$ cat src/rtl/gamepad_poll_scheduler.sv
// Two-pad poll scheduler: shared scan engine, per-pad debounce, sticky press events, Avalon-MM regs.
// Optional GAMEPAD_POLL_IRQ_EN: when defined, irq and the RW irq_en control bit are implemented.
module gamepad_poll_scheduler #(
    parameter int POLL_PERIOD  = 1666667,
    parameter int DEBOUNCE     = 2,
    parameter int SCAN_TIMEOUT = 16383
) (
    input  logic        clk,
    input  logic        rst_n,
    output logic        scan_req,
    output logic        scan_sel,
    input  logic        scan_done,
    input  logic [11:0] scan_btn,
    input  logic [1:0]  avs_address,
    input  logic        avs_read,
    input  logic        avs_write,
    input  logic [31:0] avs_writedata,
    output logic [31:0] avs_readdata,
    output logic        irq
);
    localparam int PW = (POLL_PERIOD > 1) ? $clog2(POLL_PERIOD) : 1;
    localparam int TW = $clog2(SCAN_TIMEOUT + 1);

    localparam logic [1:0] S_IDLE = 2'd0;
    localparam logic [1:0] S_REQ  = 2'd1;
    localparam logic [1:0] S_WAIT = 2'd2;
    localparam logic [1:0] S_UPD  = 2'd3;

    logic [PW-1:0]     poll_cnt;
    logic              tick;
    logic [1:0]        state;
    logic              pad;
    logic [TW-1:0]     tcnt;
    logic              timed_out;
    logic [11:0]       sample;
    logic [1:0][11:0]  stable, last, evt, evt_set, evt_clr;
    logic [1:0][3:0]   cnt;
    logic [1:0]        present;
    logic [7:0]        frame;
    logic              enable, irq_en;
    logic              same, upd_ok;
    logic [3:0]        cnt_nx;
    logic [31:0]       rd_mux;
    logic              unused_bits;

    assign unused_bits = ^{avs_writedata[31:28], avs_writedata[15:12], avs_writedata[1]};
    assign tick     = (poll_cnt == PW'(POLL_PERIOD - 1));
    assign scan_req = (state == S_REQ);
    assign scan_sel = pad;

    always_ff @(posedge clk or negedge rst_n) begin
        if (!rst_n) poll_cnt <= '0;
        else        poll_cnt <= tick ? '0 : poll_cnt + PW'(1);
    end

    // A tick seen outside IDLE is simply dropped.
    always_ff @(posedge clk or negedge rst_n) begin
        if (!rst_n) begin
            state     <= S_IDLE;
            pad       <= 1'b0;
            tcnt      <= '0;
            timed_out <= 1'b0;
            sample    <= '0;
            frame     <= '0;
        end else begin
            case (state)
                S_IDLE: if (tick && enable) begin
                    state <= S_REQ;
                    pad   <= 1'b0;
                end
                S_REQ: begin
                    state <= S_WAIT;
                    tcnt  <= '0;
                end
                S_WAIT: begin
                    if (scan_done) begin
                        sample    <= scan_btn;
                        timed_out <= 1'b0;
                        state     <= S_UPD;
                    end else if (tcnt == TW'(SCAN_TIMEOUT)) begin
                        timed_out <= 1'b1;
                        state     <= S_UPD;
                    end else begin
                        tcnt <= tcnt + TW'(1);
                    end
                end
                default: begin
                    if (!pad) begin
                        pad   <= 1'b1;
                        state <= S_REQ;
                    end else begin
                        pad   <= 1'b0;
                        state <= S_IDLE;
                        frame <= frame + 8'd1;
                    end
                end
            endcase
        end
    end

    always_comb begin
        same    = (sample == last[pad]);
        cnt_nx  = !same ? 4'd0 : ((cnt[pad] == 4'hF) ? 4'hF : cnt[pad] + 4'd1);
        upd_ok  = ({1'b0, cnt_nx} + 5'd1) >= 5'(DEBOUNCE);
        evt_set = '0;
        if (state == S_UPD && !timed_out && upd_ok)
            evt_set[pad] = sample & ~stable[pad];
        evt_clr = '0;
        if (avs_write && avs_address == 2'd2)
            evt_clr = {avs_writedata[27:16], avs_writedata[11:0]};
    end

    // Absent pad forgets its history so it re-debounces from scratch when it returns.
    always_ff @(posedge clk or negedge rst_n) begin
        if (!rst_n) begin
            stable  <= '0;
            last    <= '0;
            cnt     <= '0;
            present <= '0;
        end else if (state == S_UPD) begin
            if (timed_out) begin
                present[pad] <= 1'b0;
                stable[pad]  <= '0;
                cnt[pad]     <= '0;
                last[pad]    <= '0;
            end else begin
                present[pad] <= 1'b1;
                cnt[pad]     <= cnt_nx;
                last[pad]    <= sample;
                if (upd_ok) stable[pad] <= sample;
            end
        end
    end

    // Set wins over a same-cycle write-1-to-clear.
    always_ff @(posedge clk or negedge rst_n) begin
        if (!rst_n) evt <= '0;
        else        evt <= (evt & ~evt_clr) | evt_set;
    end

    always_ff @(posedge clk or negedge rst_n) begin
        if (!rst_n)                                  enable <= 1'b1;
        else if (avs_write && avs_address == 2'd3)   enable <= avs_writedata[0];
    end

`ifdef GAMEPAD_POLL_IRQ_EN
    always_ff @(posedge clk or negedge rst_n) begin
        if (!rst_n) begin
            irq_en <= 1'b0;
            irq    <= 1'b0;
        end else begin
            if (avs_write && avs_address == 2'd3) irq_en <= avs_writedata[1];
            irq <= irq_en & (|evt);
        end
    end
`else
    assign irq_en = 1'b0;
    assign irq    = 1'b0;
`endif

    always_comb begin
        rd_mux = '0;
        case (avs_address)
            2'd0: rd_mux[11:0] = stable[0];
            2'd1: rd_mux[11:0] = stable[1];
            2'd2: begin
                rd_mux[11:0]  = evt[0];
                rd_mux[27:16] = evt[1];
            end
            default: begin
                rd_mux[0]    = enable;
                rd_mux[1]    = irq_en;
                rd_mux[2]    = present[0];
                rd_mux[3]    = present[1];
                rd_mux[15:8] = frame;
            end
        endcase
    end

    always_ff @(posedge clk or negedge rst_n) begin
        if (!rst_n)        avs_readdata <= '0;
        else if (avs_read) avs_readdata <= rd_mux;
    end
endmodule

$ cat config.mk
export PLATFORM = sky130hd
export DESIGN_NAME = gamepad_poll_scheduler
export DESIGN_NICKNAME = d
export VERILOG_FILES = /design/src/rtl/gamepad_poll_scheduler.sv
export SDC_FILE = /design/constraint.sdc
export NUM_CORES = 1
export LEC_CHECK = 0
export CORE_MARGIN = 2
export CORE_UTILIZATION = 53
export CTS_BUF_LIST = sky130_fd_sc_hd__clkbuf_8
export CTS_CLUSTER_SIZE = 12
export DETAILED_ROUTE_END_ITERATION = 16
export PLACE_DENSITY = 0.84
export SETUP_SLACK_MARGIN = 0.05
export SYNTH_ARGS = -nofsm -noshare
export SYNTH_HDL_FRONTEND = slang
export SYNTH_SLANG_ARGS = --single-unit
$ cat constraint.sdc
create_clock -name clk -period 3.6 [get_ports clk]
set_input_delay 0.72 -clock clk [delete_from_list [all_inputs] [get_ports clk]]
set_output_delay 0.72 -clock clk [all_outputs]
set_load 0.005 [all_outputs]
After elaboration in Yosys (flattened, before gate mapping). Index checks and enable logic that the tools add are counted.

$add $sub $neg: 5. Order comparisons: 3. Equal/unequal tests: 14. Muxes and demuxes: 43. Bitwise operators: 16. Reduce and logical (&&, ||, !) cells: 22.

Operators by type and width (count): two-way mux 24 bit (5); AND 24 bit (4); two-way mux 12 bit (6); bitwise mux 24 bit (2); inverter 24 bit (2); case mux 4 bit (3 select lines) (3); two-way mux 14 bit (2); case mux 14 bit (2 select lines) (1); two-way mux 4 bit (6); OR 24 bit (1); adder 21 x 1 -> 21 bit, second input constant (1); equality test 21 bit, second input constant (1); two-way mux 21 bit (1); adder 14 x 1 -> 14 bit, second input constant (1); equality test 14 bit, second input constant (1); AND 12 bit (1); demux 12 bit (select 1 bit) (1); equality test 12 bit (1); inverter 12 bit (1); AND reduction 2 bit (6); adder 8 x 1 -> 8 bit, second input constant (1); AND 8 bit (1); bitwise mux 8 bit (1); equality test 2 bit, second input constant (4); 28 further kinds (49).

Register bits: 170. Output and inout bits: 35.

Longest topological paths before layout. Gate-level depths: netlist of the first run.

Word-level depth: 10. Mapped depth: 18. Gate-level depth less buffers: 15.

Worst setup path after synthesis of the first run. OpenSTA, ideal clock, no wires.

Path kind: reg2reg. From: register pad (netlist: scan_sel). To: register stable[22] (netlist name). Library setup time: 126 ps. Arrival: 3315 ps. Data required time: 3474 ps. Path slack: 159 ps. Cell stages (with the launch flop): 16. Path buffers: 3. Cell sequence: dfrtp_1 -> buf_6 -> mux2_2 -> ha_1 -> and4b_1 -> a41oi_2 -> and2_1 -> nor2_1 -> ha_1 -> nor2_1 -> o2111ai_1 -> or3b_1 -> a2bb2oi_2 -> buf_6 -> buf_2 -> a221o_1.

Word-level cells in the longest chain between the ends: 9.

Ends and longest elaborated chain: start, declared (RTL line 32) `logic pad;`; start signal, assigned (RTL line 60) `pad <= 1'b0;`; start signal, assigned (RTL line 69) `pad <= 1'b0;`; start signal, assigned (RTL line 89) `pad <= 1'b1;`; two-way mux 4 bit (implied by the code) (2 in series) (RTL line 103) `cnt_nx = !same ? 4'd0 : ((cnt[pad] == 4'hF) ? 4'hF : cnt[pad] + 4'd1);`; adder 4 x 1 -> 4 bit / equality test 4 bit (equally long branches) (RTL line 103); two-way mux 4 bit (2 in series) (RTL line 103); adder 4 x 1 -> 5 bit (RTL line 104) `upd_ok = ({1'b0, cnt_nx} + 5'd1) >= 5'(DEBOUNCE);`; >= comparator 5 x 2 -> 1 bit (RTL line 104); nonzero test 2 bit (no line); AND reduction 2 bit (no line); end signal, assigned by index (RTL line 130) `if (upd_ok) stable[pad] <= sample;`; end, declared (RTL line 36) `logic [1:0][11:0] stable, last, evt, evt_set, evt_clr;`.

Parallel ways exist; a longest one is shown, timed or not. The select of a mux whose other input is x is not followed. A chain may end at the register's enable or synchronous reset.

Final worst setup path of the first run.
From: register pad (netlist: scan_sel). To: register stable[23] (netlist name).

Same word-level chain as after synthesis.

==> results.md, run 1 <==
- Status: complete, no violations
- Highest cell delay on the worst timing path: around 470 ps
- Clock tree sinks: 170
- Nets: about 930
- Initial antenna violation count: 0
- I/O Pins: 86
- Most used DFF post-synth: dfrtp_1
- Top cells by area in the synthesized netlist: dfrtp_1 (52%), nand2_1 (5.1%), nor2_1 (3.5%)
- CP Cell Sequence: buf_12 > nand2b_1 > nand2_1 > ha_1 > and4b_1 > a41oi_2 > buf_4 > a21oi_2 > ha_1 > nor2_2 > o2111ai_2 > or3b_4 > a2bb2oi_4 > buf_6 > a221o_1
- Post-synth EDFFs: 0
- Req. time, crit path: 3960 ps
- Port bufs: 72
- Slew @ Worst Pin: ~680 ps
- First-pass GRT wire length: 30,400 µm
- Post-synthesis xor/xnor area fraction: between 5 and 6%
- Final hold vios: 0
- Die H: approximately 130 µm
- CTS buffer count: 17
- Clock skew: 12.4 ps
- CP max stage cell: dfrtp_2
- DRC: 0
- Clock Path Buffers: 2
- Kind of critical path: reg2reg
- Pin count of the biggest net entering global routing: 75
- Total of max-cap violations: 0
- Vias in the first global route: between 5,000 and 6,000
- Final non-filler cell total: 1,065
- Final WL: ~19,000 µm
- CP Launch Type: register
- Placed cells: 1,022
- Synthesized netlist cell count: 783
- GRT overflow: 0
- Yosys warns: 0
- TritonCTS clock tree: yes
- Post-synthesis mux area share: 7.31%
- Shortest period the worst path allows: 3560 ps
- Hold WS: 240 ps
- Syn avg cell area: between 10 and 15 µm²
- Average wire per standard cell: around 18 µm
- Final GP Congestion: between 0.8 and 0.9
- Top post-synthesis cells by count: dfrtp_1 (169), nand2_1 (111), nor2_1 (77)
- Antenna Nets Post-Route: 0
- Worst vdd ir: 0.296 mV
- Vias: around 6,300
- Num rows: 45
- Rel. slew slack: 54.3%
- Vias per inst: 5.88
- Clock transition at path regs: 90 ps
- CTS HTree Levels: 4
- Compound-Gate Fraction of Synth Area: about an eighth
- Distinct cells, synth: 56
- CP endpoint kind: register
- Synth Area in Adders: approximately 1.7%
- Chip Width: 128 µm
- Root Driver: clkbuf_8
- Cell taking the most area after synthesis: dfrtp_1
- Antenna diodes: 0
- Area Overhead vs Synth: 19.2%
- GR Util All Layers: 23.9%
- Most frequent cell after synthesis: dfrtp_1
- Pleak: 4.39 nW
- Core area: 15,100 µm²
- Layout cell share with drive strength beyond 1: roughly an eighth
- Synth async-reset ratio: 100%
- CTS Hold Bufs: 0
- First drt pass iteration count: 5
- CP Data Arrival Time: approximately 4000 ps
- Top cell by count, worst path: ha_1
- Main combinational cell family by area after synthesis: simple AND/OR/NAND/NOR gates
- DR iter-0 viols: 742
- Ratio of final minimum period to clock period: between 90% and 100%
- Die area: 16,400 µm²
- Setup violations, final: 0
- Worst Hold Class: in2async
- Simple-gate share of the synthesized area: 15.8%
- Fmax: 281 MHz
- Share of Yosys cell area claimed by the top area cell type: about half
- Yosys reg bits: 170
- Final Slew Violations: 0
- CP max FO: 34
- Mapped Area: 8140 µm²
- Sequential area share after synthesis: 52.3%
- Setup TNS: 0 ps
- Final worst slack: ~38 ps
- Power per cell area: roughly 570 nW/µm²
- Final HPWL DP: ~13,000 µm
- Worst skew pair latency: between 400 and 500 ps
- Place WS: -111 ps
- Starting Density: 54.0%
- RSZ-0062 raised after global routing: yes
## path summary, 6_finish.rpt
path                               start                to  slack, ps  cells after the start
worst max-delay path            scan_sel        stable[23]         40                     15
min in group clk                 last[2]           last[2]        480                      1
worst max register to register  scan_sel        stable[23]         40                     15
max in group asynchronous          rst_n  avs_readdata[13]       2470                      2
worst min register to register   last[2]           last[2]        480                      1
worst min-delay path               rst_n           tcnt[4]        240                      1
## per-stage QoR
step | utilization [%] | total power [W] | area, µm²
after floorplan | - | 0.00346 | 8160
after global placement | 60.2 | 0.00391 | 9090
after detailed placement | 60.2 | 0.00396 | 9090
after CTS | 63.5 | 0.00546 | 9580
after global routing | 64.3 | 0.00581 | 9700
final | 64.3 | 0.00554 | 9700
## cell families (layout without fill, tap and decap cells)
family	after synthesis	after routing
mux	48	48
flops	170	170
other cells	1	5
xor+xnor	48	48
buf+inv	93	183
simple gates	276	276
compound gates	136	136
fa+ha+maj	11	11
## critical path, delay by kind of cell (launching register included)
family	cells	cell delay [ps]
flops	1	470
compound gates	5	910
simple gates	5	950
fa+ha+maj	2	570
buf+inv	3	550
## placed cells by master (no fill, tap or decap), types with 6 or more instances in the layout
cell and n:
nor3_1 15, o21ai_0 29, mux2_2 21, nand2b_1 15, a221o_1 11, dfrtp_1 168
nor2_1 75, nand3_1 15, and2_1 6, o311ai_1 10, mux4_2 7, nand4_1 7
a21o_1 24, clkbuf_8 18, xor2_1 17, xnor2_1 31, a32o_1 24, a21oi_1 11
inv_1 47, clkdlybuf4s50_1 71, mux2i_1 17, inv_6 6, ha_1 11, buf_4 25
nand2_1 111
## timing repair
| item | 4_1_cts | 5_1_grt |
|---|---|---|
| setup endpoints to repair | 33 | 48 |
| resized for setup | 5 | 15 |
| buffers inserted | 5 | 5 |
| cloned | 0 | 1 |
| pin swaps | 1 | 11 |
## flip-flops by register name (all words and copies together) (netlist names), named ones only
| name | count |
|---|---|
| avs_readdata | 28 |
| cnt | 8 |
| enable | 1 |
| evt | 24 |
| frame | 8 |
| last | 24 |
| poll_cnt | 21 |
| sample | 12 |
| scan_sel | 1 |
| stable | 24 |
| state | 2 |
| tcnt | 14 |
| timed_out | 1 |
## layout make-up
class                           instances  area (µm²)
Clock buffer                           18         248
Clock inverter                         14         183
Fill cell                            1135        5390
Inverter                               47         176
Multi-Input combinational cell        524        3590
Sequential cell                       170        4260
Tap cell                              188         235
Timing Repair Buffer                  104        1020
## where the power goes
part | switching (W) | total, W | internal (W)
sequential | 0.000300 | 0.00248 | 0.00218
combinational | 0.000835 | 0.00160 | 0.000764
clock | 0.000741 | 0.00146 | 0.000719
total | 0.00188 | 0.00554 | 0.00367
## per-layer routing
metal  GRT usage [%]  share of wire [%]  vias up
met5               0                  0        -
met1            33.5                 44     3106
li1                -                  -     2862
met3            4.80                7.1       34
met2            37.3                 47      259
met4            8.79                2.1        0
Power figures use the tool's default switching activity.
==> inputs of run 2 (changes only) <==
--- a/config.mk
+++ b/config.mk
@@ -6,4 +6,5 @@
 export NUM_CORES = 1
 export LEC_CHECK = 0
+export CAP_MARGIN = 10
 export CORE_MARGIN = 2
 export CORE_UTILIZATION = 53
==> constraint.sdc (replaced) <==
create_clock -name clk -period 3.6 [get_ports clk]
set_input_delay 0.72 -clock clk [delete_from_list [all_inputs] [get_ports clk]]
set_output_delay 0.72 -clock clk [all_outputs]
set_load 0.02 [all_outputs]
==> run 2 against run 1 <==
The run now ends with setup timing left. Core utilization increased by 0.39 points. Clock power barely moved. Critical path depth decreased by 1. Largest power group unchanged.
==> results.md, run 2 (synthesized netlist as in run 1, its figures left out) <==
- Antenna diodes: 0 (unchanged)
- Starting Density: 54.0% (unchanged)
- Req. time, crit path: 4010 ps (was 3960 ps)
- GRT overflow: 0 (unchanged)
- CTS Hold Bufs: 0 (unchanged)
- Initial antenna violation count: 0 (unchanged)
- TritonCTS clock tree: yes (unchanged)
- Power per cell area: 581 nW/µm² (was 571 nW/µm²)
- Antenna Nets Post-Route: 0 (unchanged)
- Pleak: 4.36 nW (was 4.39 nW)
- Final hold vios: 0 (unchanged)
- Failing checks: setup timing
- CP max stage cell: dfrtp_2 (unchanged)
- Rel. slew slack: 3.77% (was 54.3%)
- CP Cell Sequence: buf_12 > mux2i_2 > xnor2_1 > nor4_4 > nand3_2 > a21oi_2 > ha_1 > nor2_1 > o2111ai_1 > or3b_4 > a2bb2oi_4 > buf_6 > nor3_1 > a221o_1 (was buf_12 > nand2b_1 > nand2_1 > ha_1 > and4b_1 > a41oi_2 > buf_4 > a21oi_2 > ha_1 > nor2_2 > o2111ai_2 > or3b_4 > a2bb2oi_4 > buf_6 > a221o_1)
- Final HPWL DP: 12,700 µm (was 12,600 µm)
- Worst Hold Class: in2async (unchanged)
- Clock tree sinks: 170 (unchanged)
- Kind of critical path: reg2reg (unchanged)
- CTS buffer count: 17 (unchanged)
- Final GP Congestion: 0.863 (was 0.831)
- Num rows: 45 (unchanged)
- Nets: 922 (was 926)
- Die H: 128 µm (unchanged)
- I/O Pins: 86 (unchanged)
- Final WL: 19,700 µm (was 18,900 µm)
- Highest cell delay on the worst timing path: 480 ps (was 470 ps)
- Vias in the first global route: 6,088 (was 5,944)
- Chip Width: 128 µm (unchanged)
- Clock Path Buffers: 2 (unchanged)
- Biggest register: avs_readdata (unchanged)
- First-pass GRT wire length: 30,700 µm (was 30,400 µm)
- Fmax: 275 MHz (was 281 MHz)
- Clk pwr share: 25.3% (was 26.3%)
- Die area: 16,400 µm² (unchanged)
- Setup violations, final: 3 (was 0)
- CTS HTree Levels: 4 (unchanged)
- Port bufs: 72 (unchanged)
- Clock skew: 13.2 ps (was 12.4 ps)
- DR iter-0 viols: 580 (was 742)
- Final non-filler cell total: 1,061 (was 1,065)
- Core area: 15,100 µm² (unchanged)
- Comb power frac: 30.1% (was 28.9%)
- Placed cells: 1,021 (was 1,022)
- Sw frac: 34.8% (was 33.8%)
- CP Data Arrival Time: 4040 ps (was 3920 ps)
- Average wire per standard cell: 18.6 µm (was 17.8 µm)
- Vias per inst: 5.93 (was 5.88)
- CP endpoint kind: register (unchanged)
- Vias: 6,296 (was 6,261)
- Worst skew pair latency: 470 ps (was 480 ps)
- Shortest period the worst path allows: 3630 ps (was 3560 ps)
- RSZ-0062 raised after global routing: yes (unchanged)
- Most frequent cells in the layout: dfrtp_1 (168), nand2_1 (111), nor2_1 (76), clkdlybuf4s50_1 (71), inv_1 (47) (was dfrtp_1 (168), nand2_1 (111), nor2_1 (75), clkdlybuf4s50_1 (71), inv_1 (47))
- Internal: 0.00369 W (was 0.00367 W)
- Worst vdd ir: 0.334 mV (was 0.296 mV)
- Flop pwr share: 44.7% (was 44.8%)
- CP max FO: 28 (was 34)
- Root Driver: clkbuf_8 (unchanged)
- Place WS: -85.4 ps (was -111 ps)
- Total of max-cap violations: 0 (unchanged)
- Pin count of the biggest net entering global routing: 62 (was 75)
- GR Util All Layers: 24.0% (was 23.9%)
- Final Slew Violations: 0 (unchanged)
- Final worst slack: -29.9 ps (was 37.5 ps)
- Most common cell after layout, fill and taps aside: dfrtp_1 (unchanged)
- P_sw: 0.00197 W (was 0.00188 W)
- Status: complete, but fails checks (was complete, no violations)
- Slew @ Worst Pin: 1440 ps (was 685 ps)
- First drt pass iteration count: 5 (unchanged)
- DRC: 0 (unchanged)
- CP Launch Type: register (unchanged)
- Max reg flops: 28 (unchanged)
- Layout cell share with drive strength beyond 1: 13.6% (was 13.2%)
- Clock transition at path regs: 90 ps (about the same)
- Ratio of final minimum period to clock period: 101% (was 99.0%)
- Area Overhead vs Synth: 19.9% (was 19.2%)
[run 2: changes by cell type in the layout (fill, tap and decap cells not counted), sizes merged]
cell      before  now
clkinvlp       3    5
clkinv         2    4
buf           32   26
nor3b          2    4
inv           53   48
a2bb2oi        1    2
[run 2: what timing repair did]
item / in CTS / in global routing
setup buffers: 3 / 2
setup endpoints to repair: 27 / 46
pin swaps: 1 / 30
resized for setup: 3 / 33
gates cloned: 0 / 3
[run 2: layout make-up]
cell class / count / area (µm²)
repair buffers: 97 / 951
inverters: 47 / 176
clock inverters: 13 / 168
clock buffers: 19 / 262
fillers: 1096 / 5330
flip-flops and latches: 170 / 4260
multi-input cells: 527 / 3710
well taps: 188 / 235
[run 2: final timing paths]
check                      cells after the start  slack [ps]     start         endpoint
min in group clk                               1         470  frame[7]         frame[7]
setup / recovery                              14         -30  scan_sel       stable[13]
max in group asynchronous                      2        2540     rst_n  avs_readdata[3]
hold reg to reg                                1         470  frame[7]         frame[7]
setup reg to reg                              14         -30  scan_sel       stable[13]
hold / removal                                 1         220     rst_n          tcnt[6]
[run 2: critical path, delay by kind of cell, from the launching register on]
family,cells,cell delay (ps)
compound gates,4,700
xor+xnor,1,120
fa+ha+maj,1,260
buf+inv,2,410
flops,1,480
mux,1,230
simple gates,5,1350
[run 2: metal layers]
layer	global-route usage [%]	part of all wire (%)
met4	8.86	2.9
met2	37.5	48
met3	4.92	6.4
met5	0	0
met1	33.5	43
[run 2: power by group through the flow]
stage / clock (W) / combinational, W / sequential [W]
CTS: 0.00144 / 0.00149 / 0.00248
finish: 0.00143 / 0.00170 / 0.00253
detailed placement: 0 / 0.00147 / 0.00251
global route: 0.00154 / 0.00185 / 0.00256
floorplan: 0 / 0.00108 / 0.00243
global placement: 0 / 0.00143 / 0.00250
[run 2: through the flow]
step / cell area [µm²] / power, W / setup TNS, ps / utilization, % / hold WS (ps)
detailed placement: 9070 / 0.00398 / -1610 / 60.1 / 456
CTS: 9540 / 0.00541 / 0 / 63.2 / 230
global placement: 9070 / 0.00393 / -182 / 60.1 / 457
floorplan: 8160 / 0.00351 / 0 / - / 424
global route: 9760 / 0.00595 / -1050 / 64.7 / 258
finish: 9760 / 0.00567 / -47.4 / 64.7 / 221
==> inputs of run 3 (changes only) <==
CTS_CLUSTER_SIZE = 16   (was 12)
MAX_ROUTING_LAYER = met4   (was not set)
==> run 3 against run 2 <==
The flow still finishes with violations (setup timing). Register-to-register slack barely moved. Worst setup slack improved by 3.1 ps. Flip-flop and latch count did not move. Clock power about the same. Maximum frequency hardly changed. Clock skew increased by 2.7 ps. Non-clock buffer count did not move. Via count rose by 0.71%. Power increased by 0.66%. Core utilization grew 0.075 points. First-iteration DRC count grew 6.4%. Critical path depth is the same. Largest cell class unchanged. Highest routed layer unchanged.
==> results.md, run 3 (synthesized netlist as in run 1, its figures left out) <==
- Req. time, crit path: 4010 ps (about the same)
- Most common cell after layout, fill and taps aside: dfrtp_1 (unchanged)
- Status: complete, but fails checks (unchanged)
- Clock skew: 15.9 ps (was 13.2 ps)
- Total of max-cap violations: 0 (unchanged)
- Layout fillers: 1,088 (was 1,096)
- Fmax: 276 MHz (was 275 MHz)
- Pin count of the biggest net entering global routing: 62 (unchanged)
- Root Driver: clkbuf_8 (unchanged)
- Final hold vios: 0 (unchanged)
- Slew @ Worst Pin: 1460 ps (was 1440 ps)
- GR Util All Layers: 24.7% (was 24.0%)
- CTS HTree Levels: 4 (unchanged)
- Layout cell share with drive strength beyond 1: 13.6% (unchanged)
- Clock Path Buffers: 2 (unchanged)
- RSZ-0062 raised after global routing: yes (unchanged)
- Worst skew pair latency: 480 ps (was 470 ps)
- Max reg flops: 28 (unchanged)
- Vias in the first global route: 6,088 (unchanged)
- Setup violations, final: 5 (was 3)
- Post-layout util: 64.8% (was 64.7%)
- TritonCTS clock tree: yes (unchanged)
- Rel. slew slack: 2.56% (was 3.77%)
- Initial antenna violation count: 0 (unchanged)
- Final Slew Violations: 0 (unchanged)
- GRT met2 Usage: 37.4% (was 37.5%)
- Die H: 128 µm (unchanged)
- Vias: 6,341 (was 6,296)
- Ratio of final minimum period to clock period: 101% (about the same)
- Num rows: 45 (unchanged)
- Clock transition at path regs: 90 ps (about the same)
- Setup TNS: -68.4 ps (was -47.4 ps)
- Antenna Nets Post-Route: 0 (unchanged)
- Hold WS: 218 ps (was 221 ps)
- Die area: 16,400 µm² (unchanged)
- Vias per inst: 5.98 (was 5.93)
- Final worst slack: -26.8 ps (was -29.9 ps)
- CP endpoint kind: register (unchanged)
- CTS buffer count: 17 (unchanged)
- Final HPWL DP: 12,700 µm (unchanged)
- Failing checks: setup timing (unchanged)
- DR iter-0 viols: 617 (was 580)
- GRT overflow: 0 (unchanged)
- CP max FO: 28 (unchanged)
- Antenna diodes: 0 (unchanged)
- GR Layer Usage met3: 4.92% (unchanged)
- Average wire per standard cell: 18.7 µm (was 18.6 µm)
- Most frequent cells in the layout: dfrtp_1 (168), nand2_1 (111), nor2_1 (76), clkdlybuf4s50_1 (71), inv_1 (47) (unchanged)
- First-pass GRT wire length: 30,700 µm (about the same)
- First drt pass iteration count: 5 (unchanged)
- Area Overhead vs Synth: 20.0% (was 19.9%)
- Port bufs: 72 (unchanged)
- Power per cell area: 584 nW/µm² (was 581 nW/µm²)
- Clock tree sinks: 170 (unchanged)
- Final WL: 19,800 µm (was 19,700 µm)
- Final GP Congestion: 0.877 (was 0.863)
- Worst vdd ir: 0.337 mV (was 0.334 mV)
- DRC: 0 (unchanged)
- Biggest register: avs_readdata (unchanged)
- Core area: 15,100 µm² (unchanged)
- Pleak: 4.37 nW (was 4.36 nW)
- GR peak layer: met2 (unchanged)
- Starting Density: 54.0% (unchanged)
- CP Data Arrival Time: 4030 ps (was 4040 ps)
- I/O Pins: 86 (unchanged)
- Chip Width: 128 µm (unchanged)
- CP Launch Type: register (unchanged)
- Worst Hold Class: in2async (unchanged)
- Nets: 922 (unchanged)
- Shortest period the worst path allows: 3630 ps (about the same)
- Kind of critical path: reg2reg (unchanged)
- Met1 Use GR: 33.6% (was 33.5%)
- CTS Hold Bufs: 0 (unchanged)
[run 3: cell count changes in the layout (fill, tap and decap cells not counted)]
cell and change:
and3_1 +1, xnor2_1 -1, mux2i_4 +1, mux2i_2 -1
xnor2_2 +1, and3_4 -1
[run 3: critical path, cell delays in order, from the launching register on]
cell	delay, ps
dfrtp_2	480
buf_12	190
mux2i_4	270
xnor2_2	110
nor4_4	350
nand3_2	190
a21oi_2	180
ha_1	260
nor2_1	120
o2111ai_1	150
or3b_4	440
a2bb2oi_4	180
buf_6	230
nor3_1	230
a221o_1	180
[run 3: path summary, 6_finish.rpt]
check / from / endpoint / depth (start not counted) / slack [ps]
min in group clk: frame[7] / frame[7] / 1 / 470
min reg2reg: frame[7] / frame[7] / 1 / 470
max: scan_sel / stable[13] / 14 / -30
max in group asynchronous: rst_n / avs_readdata[3] / 2 / 2540
max reg2reg: scan_sel / stable[13] / 14 / -30
min: rst_n / tcnt[6] / 1 / 220
[run 3: final cells by class]
| type | count | area [µm²] | area share [%] |
|---|---|---|---|
| well taps | 188 | 235 | 2.41 |
| multi-input cells | 527 | 3730 | 38.1 |
| clock buffers | 19 | 262 | 2.68 |
| flip-flops and latches | 170 | 4260 | 43.5 |
| inverters | 47 | 176 | 1.80 |
| repair buffers | 97 | 951 | 9.73 |
| clock inverters | 13 | 168 | 1.72 |
[run 3: per-layer routing]
| layer | wire (µm) | vias up | part of all wire, % |
|---|---|---|---|
| met5 | 0 | - | 0 |
| met1 | 8370 | 3151 | 42 |
| met3 | 1400 | 54 | 7.1 |
| li1 | - | 2877 | - |
| met2 | 9450 | 259 | 48 |
| met4 | 582 | 0 | 2.9 |
[run 3: report_power, final]
part / switching [W] / leakage (nW) / internal (W)
sequential: 0.000358 / 2.14 / 0.00218
combinational: 0.000930 / 2.03 / 0.000801
clock: 0.000710 / 0.201 / 0.000725
[run 3: stage by stage]
stage / worst slack, ps / instances / power (W) / area, µm²
floorplan: 94.3 / 787 / 0.00351 / 8160
global placement: -19.2 / 1021 / 0.00393 / 9070
detailed placement: -85.4 / 1021 / 0.00398 / 9070
CTS: 56.9 / 1056 / 0.00541 / 9540
global route: -91.2 / 1061 / 0.00598 / 9770
finish: -26.8 / 1061 / 0.00571 / 9770
[run 3: what timing repair did]
action	CTS	global route
setup endpoints to repair	27	46
cloned	0	3
resized for setup	3	34
setup buffers	3	2
endpoints found under the hold margin	0	0
pin swaps	1	30
